<file path="config.mk">
export PLATFORM = sky130hd
export DESIGN_NAME = imm_extend_stage
export DESIGN_NICKNAME = d
export VERILOG_FILES = /design/src/rtl/imm_pkg.sv /design/src/rtl/imm_ext_core.sv /design/src/rtl/imm_extend_stage.sv
export SDC_FILE = /design/constraint.sdc
export NUM_CORES = 1
export LEC_CHECK = 0
export ABC_AREA = 0
export BUFFER_PORTS_ARGS = -buffer_cell sky130_fd_sc_hd__buf_2
export CORE_ASPECT_RATIO = 1.75
export CORE_MARGIN = 5
export CORE_UTILIZATION = 54
export CTS_BUF_LIST = sky130_fd_sc_hd__clkbuf_4 sky130_fd_sc_hd__clkbuf_8 sky130_fd_sc_hd__clkbuf_16
export CTS_CLUSTER_DIAMETER = 80
export DETAILED_ROUTE_END_ITERATION = 6
export HOLD_SLACK_MARGIN = 0.08
export PLACE_DENSITY_LB_ADDON = 0.12
export SYNTH_ARGS = -nofsm -noshare
export SYNTH_HDL_FRONTEND = slang
export SYNTH_SLANG_ARGS = --single-unit
</file>
<file path="constraint.sdc">
create_clock -name clk -period 2 [get_ports clk]
set_clock_uncertainty 0.2 [all_clocks]
set_input_delay 0.2 -clock clk [delete_from_list [all_inputs] [get_ports clk]]
set_output_delay 0.2 -clock clk [all_outputs]
set_load 0.01 [all_outputs]
</file>
<file path="src/rtl/imm_pkg.sv">
// Shared definitions for the immediate-extension stage: mode encodings and
// the skid-buffer occupancy states.
package imm_pkg;

    // Extension modes as carried on the 2-bit mode field from decode.
    typedef enum logic [1:0] {
        IMM_SEXT   = 2'b00,
        IMM_ZEXT   = 2'b01,
        IMM_BRANCH = 2'b10,
        IMM_UPPER  = 2'b11
    } imm_mode_t;

    // Buffer occupancy, encoded directly as {skid_v, main_v}.
    // 2'b10 cannot occur because SKID only fills while MAIN is occupied.
    typedef enum logic [1:0] {
        ST_EMPTY = 2'b00,
        ST_ONE   = 2'b01,
        ST_FULL  = 2'b11
    } imm_state_t;

endpackage : imm_pkg

</file>
<file path="src/rtl/imm_ext_core.sv">
// Purely combinational immediate widener. Shared between the registered
// extension stage and the decode-stage bypass path, so it holds no state.
module imm_ext_core
    import imm_pkg::*;
#(
    parameter int IN_W     = 7,
    parameter int OUT_W    = 16,
    parameter int BR_SHIFT = 1
) (
    input  logic [IN_W-1:0]  imm,
    input  logic [1:0]       mode,
    output logic [OUT_W-1:0] ext
);

    localparam int FILL_W = OUT_W - IN_W;

    logic [OUT_W-1:0] sext_val;
    logic [OUT_W-1:0] zext_val;
    logic [OUT_W-1:0] branch_val;
    logic [OUT_W-1:0] upper_val;

    // The four candidate results; branch reuses the sign-extended value and
    // simply drops anything shifted past the MSB.
    always_comb begin
        sext_val   = {{FILL_W{imm[IN_W-1]}}, imm};
        zext_val   = {{FILL_W{1'b0}}, imm};
        branch_val = sext_val << BR_SHIFT;
        upper_val  = {imm, {FILL_W{1'b0}}};
    end

    // Select the requested extension.
    always_comb begin
        ext = sext_val;
        case (imm_mode_t'(mode))
            IMM_SEXT:   ext = sext_val;
            IMM_ZEXT:   ext = zext_val;
            IMM_BRANCH: ext = branch_val;
            IMM_UPPER:  ext = upper_val;
            default:    ext = sext_val;
        endcase
    end

endmodule : imm_ext_core

</file>
<file path="src/rtl/imm_extend_stage.sv">
// Registered immediate-extension stage between decode and the ALU operand
// mux. A two-entry skid buffer (MAIN feeds the outputs, SKID catches the
// overflow) keeps in_ready a pure register output, so back-pressure from
// execute never ripples combinationally back into decode.
module imm_extend_stage
    import imm_pkg::*;
#(
    parameter int IN_W     = 7,
    parameter int OUT_W    = 16,
    parameter int BR_SHIFT = 1,
    parameter int TAG_W    = 4
) (
    input  logic             clk,
    input  logic             rst,
    input  logic             in_valid,
    output logic             in_ready,
    input  logic [IN_W-1:0]  in_imm,
    input  logic [1:0]       in_mode,
    input  logic [TAG_W-1:0] in_tag,
    output logic             out_valid,
    input  logic             out_ready,
    output logic [OUT_W-1:0] out_data,
    output logic [TAG_W-1:0] out_tag
);

    logic [OUT_W-1:0] ext_data;

    logic             main_v_q,    main_v_d;
    logic             skid_v_q,    skid_v_d;
    logic [OUT_W-1:0] main_data_q, main_data_d;
    logic [TAG_W-1:0] main_tag_q,  main_tag_d;
    logic [OUT_W-1:0] skid_data_q, skid_data_d;
    logic [TAG_W-1:0] skid_tag_q,  skid_tag_d;

    logic       accept;
    logic       pop;
    imm_state_t state;

    imm_ext_core #(
        .IN_W     (IN_W),
        .OUT_W    (OUT_W),
        .BR_SHIFT (BR_SHIFT)
    ) u_ext_core (
        .imm  (in_imm),
        .mode (in_mode),
        .ext  (ext_data)
    );

    assign state     = imm_state_t'({skid_v_q, main_v_q});
    assign in_ready  = !skid_v_q;
    assign out_valid = main_v_q;
    assign out_data  = main_data_q;
    assign out_tag   = main_tag_q;
    assign accept    = in_valid && in_ready;
    assign pop       = main_v_q && out_ready;

    // Next-state for the skid buffer: route new results to MAIN or SKID and
    // promote SKID into MAIN when the downstream drains the head entry.
    always_comb begin
        main_v_d    = main_v_q;
        skid_v_d    = skid_v_q;
        main_data_d = main_data_q;
        main_tag_d  = main_tag_q;
        skid_data_d = skid_data_q;
        skid_tag_d  = skid_tag_q;
        case (state)
            ST_EMPTY: begin
                if (accept) begin
                    main_v_d    = 1'b1;
                    main_data_d = ext_data;
                    main_tag_d  = in_tag;
                end
            end
            ST_ONE: begin
                if (accept && pop) begin
                    main_data_d = ext_data;
                    main_tag_d  = in_tag;
                end else if (accept) begin
                    skid_v_d    = 1'b1;
                    skid_data_d = ext_data;
                    skid_tag_d  = in_tag;
                end else if (pop) begin
                    main_v_d = 1'b0;
                end
            end
            ST_FULL: begin
                if (pop) begin
                    skid_v_d    = 1'b0;
                    main_data_d = skid_data_q;
                    main_tag_d  = skid_tag_q;
                end
            end
            default: begin
                main_v_d = 1'b0;
                skid_v_d = 1'b0;
            end
        endcase
    end

    // Buffer registers; reset drops any in-flight entries and clears the
    // visible outputs immediately.
    always_ff @(posedge clk or posedge rst) begin
        if (rst) begin
            main_v_q    <= 1'b0;
            skid_v_q    <= 1'b0;
            main_data_q <= '0;
            main_tag_q  <= '0;
            skid_data_q <= '0;
            skid_tag_q  <= '0;
        end else begin
            main_v_q    <= main_v_d;
            skid_v_q    <= skid_v_d;
            main_data_q <= main_data_d;
            main_tag_q  <= main_tag_d;
            skid_data_q <= skid_data_d;
            skid_tag_q  <= skid_tag_d;
        end
    end

endmodule : imm_extend_stage

</file>
### Word level (Yosys, flattened, before mapping)

Cells that the tools add are included.

* output and inout bits: 22
* bits of input ports: 17
* register bits: 42

* reductions and logical operators: 11
* mux-type cells: 16
* equal/unequal tests: 12
* bitwise gates (word level): 3

Operators by type and width (number)
* $pmux W16 S4: 1
* $mux W16: 3
* $pmux W16 S3: 1
* $ne A2 B2 Y1 const B: 7
* $mux W4: 3
* $pmux W4 S3: 1
* $reduce_and A4 Y1: 2
* $eq A2 B2 Y1 const B: 3
* $pmux W1 S3: 2
* $mux W1: 5
* $reduce_and A5 Y1: 1
* $eq A2 B1 Y1 const B: 2
* $logic_not A2 Y1: 2
* $logic_and A1 B1 Y1: 3
* $not A1 Y1: 3
* $reduce_and A3 Y1: 1
* $reduce_bool A3 Y1: 1
* $logic_not A1 Y1: 1

### Longest topological paths before layout

Gate-level depths: netlist of the first run.

* depth in word-level cells: 5
* depth in mapped cells: 5
* mapped depth without buffers: 4

### By module

Synthesis of the first run repeated with hierarchy kept, for this count alone.

* cells, all modules: 142
* area, all modules: 2005.7 um^2

Modules (own cells, without submodules)
* imm_extend_stage: area an instance 1840.5 um^2, sequential area each 1051.0 um^2, instances 1, cells each 121
* imm_ext_core: area an instance 165.2 um^2, sequential area each 0.0 um^2, instances 1, cells each 21

### Worst setup path before layout of the first run

No wires, ideal clock.

* path kind: register -> register
* start: register main_v_q (netlist: out_valid)
* end: register main_data_q[5] (netlist: out_data[5])
* arrival: 1.176 ns
* data required time: 1.668 ns
* path slack: 0.492 ns
* buffers on the path: 1
* cell stages (with the launch flop): 6
* clock period less this slack: 1.508 ns
* cell sequence: dfrtp_1 > nor2b_1 > a211o_1 > buf_6 > nand2_1 > o211ai_1

* cells in the longest elaborated chain, start to end: 4

RTL lines
* start: declaration: line imm_extend_stage.sv:28 `logic main_v_q, main_v_d;`
* start signal: assignment: line imm_extend_stage.sv:111 `main_v_q <= main_v_d;`
* $logic_and A1 B1 Y1: line imm_extend_stage.sv:55 `assign pop = main_v_q && out_ready;`
* $logic_and A1 B1 Y1: line imm_extend_stage.sv:75 `if (accept && pop) begin`
* $ne A2 B2 Y1 (no line)
* $reduce_and A4 Y1 (no line)
* end signal: assignment: line imm_extend_stage.sv:113 `main_data_q <= main_data_d;`
* end: declaration: line imm_extend_stage.sv:30 `logic [OUT_W-1:0] main_data_q, main_data_d;`

Several ways; a longest one is shown, not always the timed one.
A chain may end at the register's enable or synchronous reset.

### Final worst setup path of the first run

* start: input in_valid
* end: register main_tag_q[3] (netlist: out_tag[3])

* cells in the longest elaborated chain, start to end: 4

RTL lines
* start: declaration: line imm_extend_stage.sv:15 `input logic in_valid,`
* $logic_and A1 B1 Y1 *: line imm_extend_stage.sv:54 `assign accept = in_valid && in_ready;`
* $logic_and A1 B1 Y1: line imm_extend_stage.sv:75
* $ne A2 B2 Y1 (no line)
* $reduce_and A4 Y1 (no line) *
* end signal: assignment: line imm_extend_stage.sv:114 `main_tag_q <= main_tag_d;`
* end: declaration: line imm_extend_stage.sv:31 `logic [TAG_W-1:0] main_tag_q, main_tag_d;`

Mark *: on every way between the ends. The rest lies on a longest branch, timed or not.

==> qor.csv, run 1 <==
stage,metric,value,unit
outcome,status,"finished, final reports clean",
sta,tightest_slew,0.537,ns
logic_synthesis,synth_nets,227,
sta,hold_violations,0,
clock_network,clkLatencyLatePin,0.29,ns
min_path,hp-class,in -> reg,
worst_setup_path,required,1.96,ns
logic_synthesis,syn_area_per_cell,9.00,µm²
route,wl_met1,1.74,mm
clock_network,cts_buffers,5,
finish,final_cell_area,0.00233,mm²
route,top_layer,met4,
floorplanning,dieArea,0.00483,mm²
global_routing,grt_usage,20.7,%
worst_setup_path,r2r_cells,5,
logic_synthesis,synthArstFlopShare,100,%
logic_synthesis,ys_types,24,
finish,drive_above_1_share,21.5,%
worst_setup_path,cp_slowest_cell,dlygate4sd3_1,
sta,slew_headroom,64.0,%
worst_setup_path,cpLargestDelayFamily,buffers and inverters,
job,cap_violations,0,
sta,timing.final.ws_setup,0.319,ns
clock_network,cts.sinks,40,
route,routed_wl,4.31,mm
worst_setup_path,critPathBufInv,2,
route,via_count,1637,
floorplanning,rows,28,
clock_network,ctsRootBufferMaster,clkbuf_8,
logic_synthesis,synth_flop_cell,dfrtp_1,
finish,antenna_cells,0,
sta,rsz0062_at_grt,false,
logic_synthesis,synth.area.top_cells,"dfrtp_1 (53%), nand2_1 (9.9%), a21oi_1 (5.3%), o21ai_0 (4.0%), o21ai_1 (3.4%)",
sta,setup_viol,0,
worst_setup_path,cp_max_fo,23,
route,drc_errors,0,
worst_setup_path,r2r_slack,0.33,ns
route,ant_nets,0,
power,p_leak,1.11,nW
global_routing,first_global_vias,1595,
placed_design,routabilityCongestion,0.778,
power,ir_drop,0.698,mV
sta,period_minus_slack,1.68,ns
sta,period_share,84.1,%
sta,max_freq,595,MHz
min_path,hold_path_depth,4,
route,first_iter_violations,41,
sta,hold_slack,0.0967,ns
logic_synthesis,yosysTopAreaCell,dfrtp_1,
clock_network,h-tree-depth,2,
logic_synthesis,seq_area_frac_synth,53.0,%
global_routing,grt_pass1_wl,7.29,mm
clock_network,clock_path_buffers,2,
worst_setup_path,r2r-end,skid_data_q[13],
route,wl_per_cell,14.1,µm
placed_design,port_buffers,38,
min_path,worstHoldStart,in_mode[0],
route,dr.pass1.iters,4,
placed_design,placed_area,0.00211,mm²
floorplanning,die_width,54.7,µm
logic_synthesis,ys_ff_latch,40,
logic_synthesis,synth_top_area_share,53.0,%
logic_synthesis,synth_area,0.00189,mm²
power,powerDensity,906,mW/mm²
route,route.met3.wl,227,µm
sta,slew_viol_final,0,
finish,area_delta_synth_final,23.2,%
worst_setup_path,crit_chain,dlygate4sd3_1 > buf_2 > nor2_1 > a211o_2 > o21ai_0,
clock_network,clkTransAtPathRegs,0.07,ns
min_path,min_to,skid_data_q[8],
logic_synthesis,yosys_warnings,0,
placed_design,dp_slack,0.240,ns
worst_setup_path,cpPeakStageDelay,0.54,ns
route,met2_length,2.26,mm
global_routing,grt.overflow.total,0,
logic_synthesis,synth_edf_count,0,
logic_synthesis,postSynthCellCount,210,
floorplanning,start_util,55.6,%
floorplanning,die_h,88.3,µm
worst_setup_path,worstPathArrival,1.64,ns
route,via_per_inst,5.35,
floorplanning,ioPinCount,39,
global_routing,grt_max_degree,41,
worst_setup_path,startpoint_type,input port,
global_routing,grt_antenna_before_repair,0,
placed_design,place_hpwl,2.96,mm
worst_setup_path,critPathCaptureType,flip-flop,
finish,final_nets,278,
clock_network,cts_tree,yes,
sta,setup_tns,0,ns
floorplanning,core_area,0.00340,mm²
worst_setup_path,rr_startpoint,skid_v_q,
worst_setup_path,path_class,in -> reg,
==> placed cells by master (no fill, tap or decap), types with 5 or more instances in the layout <==
cell,synthesis,layout
nand2_1,50,50
dfrtp_1,40,40
buf_2,10,38
a21oi_1,20,20
o21ai_0,15,15
o21ai_1,13,13
dlygate4sd3_1,0,13
nor2b_1,10,9
nor2_1,8,8
a211oi_1,7,7
inv_1,6,6
buf_4,2,6
nand4_1,5,5
o211ai_1,5,5
mux2i_1,5,5
clkbuf_8,0,5
==> stage by stage <==
step	instances	power, mW	util [%]
final	306	2.11	68.5
after global routing	306	2.24	68.5
after CTS	306	2.12	68.4
after detailed placement	286	1.59	62.2
after global placement	286	1.57	62.2
after floorplan	210	1.40	-
==> flip-flops by register name, indices dropped and copies added (netlist names) <==
signal,cells
skid_tag_q,4
skid_data_q,15
out_data,15
out_valid,1
out_tag,4
skid_v_q,1
==> how the worst max path moves through the flow <==
stage,from,end,slack [ns],depth (start not counted)
6_report,in_valid,out_tag[3],0.32,5
5_1_grt,in_valid,out_data[11],0.20,6
4_1_cts,in_valid,out_tag[3],0.09,5
3_5_place_dp,skid_v_q,out_tag[3],0.24,3
3_3_place_gp,skid_v_q,out_tag[2],0.32,3
2_1_floorplan,out_valid,out_data[5],0.49,5
==> worst reg2reg max path, stage by stage, from the launching register on <==
cell and delay [ns]:
dfrtp_1 0.41, buf_4 0.19, nor2b_1 0.15, nand2_1 0.19
buf_12 0.22, o21ai_0 0.23
==> synth_stat cells, types with 2 or more instances <==
| cell | n |
|---|---|
| and2_1 | 2 |
| nor2b_1 | 10 |
| mux2i_1 | 5 |
| buf_4 | 2 |
| nand4_1 | 5 |
| a211oi_1 | 7 |
| a31oi_1 | 2 |
| o21ai_0 | 15 |
| nand2b_1 | 2 |
| buf_2 | 10 |
| o21ai_1 | 13 |
| dfrtp_1 | 40 |
| inv_1 | 6 |
| nor2_1 | 8 |
| nand2_1 | 50 |
| a21oi_1 | 20 |
| o211ai_1 | 5 |
| buf_6 | 2 |
==> what timing repair did <==
action | 4_1_cts | 5_1_grt
setup buffers | 0 | 0
resized for setup | 0 | 2
hold buffers | 13 | 0
hold endpoints to repair | 65 | 0
setup endpoints to repair | 0 | 7
==> where the power goes <==
group	internal (mW)	total (mW)	switching [mW]
clock network	0.251	0.518	0.267
registers	0.979	1.08	0.0976
logic	0.223	0.515	0.292
==> kinds of logic after synthesis <==
family | share of synthesized area, %
muxes | 2.65
buffers and inverters | 5.83
and+or+nand+nor | 19.0
AOI/OAI and AO/OA | 19.5
DFF | 53.0
==> layout make-up <==
type                       instances  area [µm²]
multi-input combinational        150         782
clock buffer                       6        76.3
inverter                           6        22.5
sequential                        40        1000
fill                             317        1070
clock inverter                     1        5.00
timing repair buffer              58         385
tap                               45        56.3
==> routing by layer <==
| layer | up-vias | track usage, % |
|---|---|---|
| met5 | - | 0 |
| met3 | 7 | 4.05 |
| li1 | 813 | - |
| met1 | 770 | 26.2 |
| met2 | 47 | 33.6 |
| met4 | 0 | 8.84 |
No activity file was read; power rests on OpenSTA's default activity.
==> run 2: changes to the inputs <==
--- a/config.mk
+++ b/config.mk
@@ -9,7 +9,7 @@
 export BUFFER_PORTS_ARGS = -buffer_cell sky130_fd_sc_hd__buf_2
 export CORE_ASPECT_RATIO = 1.75
 export CORE_MARGIN = 5
-export CORE_UTILIZATION = 54
+export CORE_UTILIZATION = 48
 export CTS_BUF_LIST = sky130_fd_sc_hd__clkbuf_4 sky130_fd_sc_hd__clkbuf_8 sky130_fd_sc_hd__clkbuf_16
 export CTS_CLUSTER_DIAMETER = 80
 export DETAILED_ROUTE_END_ITERATION = 6
==> constraint.sdc (replaced) <==
create_clock -name clk -period 1.49 [get_ports clk]
set_clock_uncertainty 0.2 [all_clocks]
set_input_delay 0.149 -clock clk [delete_from_list [all_inputs] [get_ports clk]]
set_output_delay 0.149 -clock clk [all_outputs]
set_load 0.01 [all_outputs]
==> run 2 against run 1 <==
Effect of this change:
- the run now ends with setup timing left
- register-to-register slack lost 0.33 ns
- design area grew 9.9%
- total power grew 43%
- via count grew 0.49%
- worst setup slack lost 0.32 ns
- critical path depth is the same
- combinational power grew 55%
- sequential cell count is the same
- count of clock-buffer cells in the layout grew 2
- wire length grew 5.8%
- cell count grew 5.9%
- highest routed layer unchanged
==> qor.csv, run 2 (synthesized netlist as in run 1, its figures left out) <==
stage,metric,value,unit
min_path,hp-class,in -> reg,
finish,final_cell_mix,"nand2_1 (50), dfrtp_1 (39), buf_2 (38)",
clock_network,clkTransAtPathRegs,0.07,ns
worst_setup_path,cpLargestDelayFamily,flip-flops,
floorplanning,start_util,49.3,%
finish,area_delta_synth_final,35.4,%
route,via_count,1645,
sta,period_minus_slack,1.49,ns
sta,rsz0062_at_grt,true,
worst_setup_path,r2r_cells,5,
power,ir_drop,0.781,mV
route,ant_nets,0,
placed_design,place_hpwl,3.15,mm
sta,period_share,100,%
clock_network,cts_buffers,5,
floorplanning,die_width,57.4,µm
clock_network,cts.sinks,40,
power,powerDensity,1180,mW/mm²
floorplanning,dieArea,0.00534,mm²
finish,fill_cells,352,
job,cap_violations,0,
worst_setup_path,crit_chain,nor2b_4 > a211o_4 > buf_12 > nand2_1 > o211ai_1,
sta,hold_violations,0,
worst_setup_path,critical_path_cell_count,5,
global_routing,grt_usage,18.1,%
route,via_per_inst,5.08,
sta,setup_viol,2,
power,p_leak,1.22,nW
global_routing,grt_antenna_before_repair,0,
sta,max_freq,669,MHz
outcome,violations,setup timing,
worst_setup_path,cp_slowest_cell,dfrtp_1,
outcome,status,"complete, but fails checks",
route,drc_errors,0,
route,first_iter_violations,57,
floorplanning,rows,30,
finish,drive_above_1_share,28.6,%
finish,antenna_cells,0,
global_routing,grt_max_degree,41,
floorplanning,die_h,93.0,µm
worst_setup_path,cp_max_fo,12,
placed_design,dp_slack,-0.0872,ns
clock_network,ctsRootBufferMaster,clkbuf_8,
placed_design,port_buffers,38,
sta,slew_viol_final,0,
global_routing,grt.overflow.total,0,
sta,slew_headroom,30.1,%
finish,final_nets,292,
worst_setup_path,worstPathArrival,1.46,ns
sta,timing.final.ws_setup,-0.00434,ns
route,routed_wl,4.56,mm
clock_network,cts_tree,yes,
finish,mostFrequentLayoutCell,nand2_1,
worst_setup_path,cpPeakStageDelay,0.42,ns
sta,tightest_slew,1.05,ns
worst_setup_path,critPathCaptureType,flip-flop,
clock_network,clock_path_buffers,2,
floorplanning,ioPinCount,39,
clock_network,clkLatencyLatePin,0.29,ns
worst_setup_path,required,1.45,ns
worst_setup_path,path_class,reg -> reg,
route,wl_per_cell,14.1,µm
worst_setup_path,r2r_slack,-0.004,ns
worst_setup_path,startpoint_type,flip-flop,
clock_network,h-tree-depth,2,
global_routing,first_global_vias,1599,
floorplanning,core_area,0.00383,mm²
route,dr.pass1.iters,4,
min_path,hold_path_depth,4,
worst_setup_path,critPathBufInv,1,
power,power.total,3.01,mW
global_routing,grt_pass1_wl,7.58,mm
placed_design,routabilityCongestion,0.772,
==> run 2: changes by cell type in the layout (fill, tap and decap cells not counted), moves of 2 or more <==
cell      change
buf_12        +2
buf_4         +7
buf_6         +3
a211oi_2      +4
a211oi_1      -4
nor2_2        +2
nor2_1        -2
==> run 2: layer usage <==
| metal | share of wire (%) | vias to the layer above | global-route usage, % |
|---|---|---|---|
| li1 | - | 848 | - |
| met1 | 43 | 754 | 22.8 |
| met2 | 50 | 34 | 29.5 |
| met3 | 4.5 | 9 | 4.28 |
| met4 | 2.3 | 0 | 7.35 |
| met5 | 0 | - | 0 |
==> run 2: final timing paths <==
| kind | from | end |
|---|---|---|
| max in group asynchronous | rst | skid_v_q |
| worst max register to register | out_valid | out_data[5] |
| worst max-delay path | out_valid | out_data[5] |
| worst min register to register | out_tag[3] | out_tag[3] |
| min in group asynchronous | rst | out_data[5] |
| worst min-delay path | in_valid | skid_v_q |
==> run 2: per-stage QoR <==
step           instances  area, µm²  TNS (ns)  hold WS [ns]  utilization, %
2_1_floorplan        210       1890         0        0.0544               -
3_3_place_gp         298       2210    -0.439        0.0176            57.7
3_5_place_dp         298       2210    -0.552        0.0209            57.7
4_1_cts              322       2490  -0.00435        0.0907            65.0
5_1_grt              324       2560     -1.82         0.113            66.8
6_report             324       2560  -0.00587        0.0975            66.8
==> run 2: tightest hold or removal path, stage by stage <==
cell	delay (ns)
buf_2	0.14
nor2_2	0.06
buf_4	0.13
nor2_1	0.08
==> run 2: final cells by class <==
class / count / area [µm²] / share of cell area, %
inverters: 6 / 22.5 / 0.880
clock buffers: 8 / 97.6 / 3.81
flip-flops and latches: 40 / 1000 / 39.2
well taps: 48 / 60.1 / 2.35
multi-input cells: 150 / 830 / 32.4
repair buffers: 72 / 547 / 21.4
==> run 2: timing repair <==
action | 4_1_cts | 5_1_grt
setup buffers | 2 | 1
cloned | 0 | 1
hold buffers | 14 | 0
gates resized for setup | 6 | 9
pin swaps | 1 | 2
endpoints found under the hold margin | 71 | 0
setup endpoints to repair | 18 | 37
==> run 2: power by group <==
part           total, mW  switching (mW)  internal, mW
sequential          1.44           0.129          1.31
clock              0.769           0.355         0.414
combinational      0.799           0.420         0.379
==> run 3: changes to the inputs <==
--- a/config.mk
+++ b/config.mk
@@ -13,6 +13,7 @@
 export CTS_BUF_LIST = sky130_fd_sc_hd__clkbuf_4 sky130_fd_sc_hd__clkbuf_8 sky130_fd_sc_hd__clkbuf_16
 export CTS_CLUSTER_DIAMETER = 80
 export DETAILED_ROUTE_END_ITERATION = 6
+export GPL_TIMING_DRIVEN = 0
 export HOLD_SLACK_MARGIN = 0.08
 export PLACE_DENSITY_LB_ADDON = 0.12
 export SYNTH_ARGS = -nofsm -noshare
==> run 3 against run 2 <==
Effect of this change:
- via count increased by 1.8%
- the flow still finishes with violations (setup timing)
- critical path type unchanged
- count of clock-buffer cells in the layout decreased by 1
- sequential share of layout area decreased by 0.10 points
- combinational power increased by 2%
- fmax decreased by 1.7%
- design area increased by 0.39%
- non-clock buffer count decreased by 5
- cell count decreased by 1.5%
- core utilization increased by 0.26 points
- total power increased by 7.5%
==> qor.csv, run 3 (synthesized netlist as in run 1, its figures left out) <==
stage,metric,value,unit
floorplanning,dieArea,0.00534,mm²
power,p_leak,1.20,nW
route,via_per_inst,5.25,
clock_network,cts_hold_buf,13,
sta,rsz0062_at_grt,true,
floorplanning,die_width,57.4,µm
global_routing,first_global_vias,1662,
finish,post-route-util,67.1,%
clock_network,cts_tree,yes,
route,first_iter_violations,32,
global_routing,grt_antenna_before_repair,0,
clock_network,clock_path_buffers,2,
global_routing,grt.overflow.total,0,
worst_setup_path,startpoint_type,flip-flop,
outcome,status,"complete, but fails checks",
sta,hold_slack,0.00114,ns
floorplanning,ioPinCount,39,
finish,antenna_cells,0,
route,via_count,1675,
global_routing,grt_usage,19.4,%
power,power.total,3.24,mW
worst_setup_path,critPathCaptureType,flip-flop,
route,dr.pass1.iters,4,
finish,mostFrequentLayoutCell,buf_2,
placed_design,routabilityCongestion,0.798,
route,wl_per_cell,15.0,µm
worst_setup_path,path_class,reg -> reg,
sta,hold_violations,0,
sta,period_share,102,%
sta,slew_viol_final,0,
job,cap_violations,0,
sta,setup_viol,12,
clock_network,cts.sinks,40,
clock_network,clkLatencyLatePin,0.29,ns
placed_design,port_buffers,38,
finish,final_nets,287,
sta,tightest_slew,0.693,ns
route,ant_nets,0,
sta,max_freq,658,MHz
global_routing,grt_pass1_wl,8.09,mm
floorplanning,start_util,49.3,%
finish,drive_above_1_share,36.2,%
min_path,hp-class,in -> reg,
clock_network,clkTransAtPathRegs,0.08,ns
sta,slew_headroom,53.7,%
route,routed_wl,4.80,mm
floorplanning,rows,30,
sta,timing.final.ws_setup,-0.0295,ns
outcome,violations,setup timing,
placed_design,place_hpwl,3.27,mm
route,drc_errors,0,
worst_setup_path,worstPathArrival,1.50,ns
finish,fill_cells,352,
placed_design,place_inst,296,
sta,setup_tns,-0.247,ns
clock_network,ctsRootBufferMaster,clkbuf_8,
clock_network,cts_buffers,5,
power,ir_drop,0.835,mV
finish,final_cell_mix,"buf_2 (41), dfrtp_1 (38), nand2_1 (37)",
power,powerDensity,1260,mW/mm²
global_routing,grt_max_degree,41,
clock_network,h-tree-depth,2,
worst_setup_path,required,1.47,ns
worst_setup_path,cp_max_fo,10,
finish,area_delta_synth_final,36.0,%
floorplanning,core_area,0.00383,mm²
floorplanning,die_h,93.0,µm
finish,fin_cells,319,
sta,period_minus_slack,1.52,ns
[run 3: cell count changes in the layout (fill, tap and decap cells not counted), sizes merged]
cell	before	now
clkbuf	9	8
clkinv	0	1
inv	6	5
buf	57	53
bufinv	0	1
dlygate4sd3	14	13
[run 3: through the flow]
| stage | setup WS (ns) | area (µm²) |
|---|---|---|
| floorplan | 0.0228 | 1890 |
| global placement | -0.356 | 2140 |
| detailed placement | -0.119 | 2140 |
| CTS | -0.0332 | 2500 |
| global route | -0.0976 | 2570 |
| finish | -0.0295 | 2570 |
[run 3: worst max-delay path: stages, from the launching register on]
cell and delay (ns):
dfrtp_2 0.45, and2_2 0.26, buf_8 0.16, a211oi_2 0.23
o21ai_1 0.09
[run 3: final cells by class]
class                           instances  area (µm²)  area share [%]
Inverter                                6        23.8           0.925
Timing Repair Buffer                   55         354            13.8
Multi-Input combinational cell        150         903            35.2
Sequential cell                        40        1000            39.1
Clock inverter                          1        30.0            1.17
Tap cell                               48        60.1            2.34
Clock buffer                            7        96.3            3.75
Buffer                                 12        97.6            3.80
[run 3: timing repair]
action | in CTS | in global routing
gates cloned | 2 | 0
endpoints found under the setup margin | 38 | 79
pin swaps | 8 | 5
endpoints found under the hold margin | 68 | 1
setup buffers | 2 | 0
resized for setup | 29 | 25
[run 3: where the power goes]
part / switching, mW / leakage [nW] / total [mW] / internal [mW]
sequential: 0.143 / 0.505 / 1.46 / 1.32
combinational: 0.446 / 0.631 / 0.815 / 0.369
clock: 0.374 / 0.0645 / 0.965 / 0.591
[run 3: final timing paths]
path                              start           end  slack, ns  cells after the start
max in group asynchronous           rst      skid_v_q       0.35                      3
max                           out_valid  out_data[12]      -0.03                      4
min reg2reg                out_data[12]  out_data[12]       0.28                      2
min in group asynchronous           rst   out_data[6]       0.29                      3
max reg2reg                   out_valid  out_data[12]      -0.03                      4
min                            in_valid      skid_v_q      0.001                      3
[run 3: layer usage]
metal	vias up	global-route usage, %	wire length [µm]
li1	840	-	-
met1	790	24.5	1990
met2	37	32.6	2520
met3	8	2.76	200
met4	0	8.12	91
met5	-	0	0
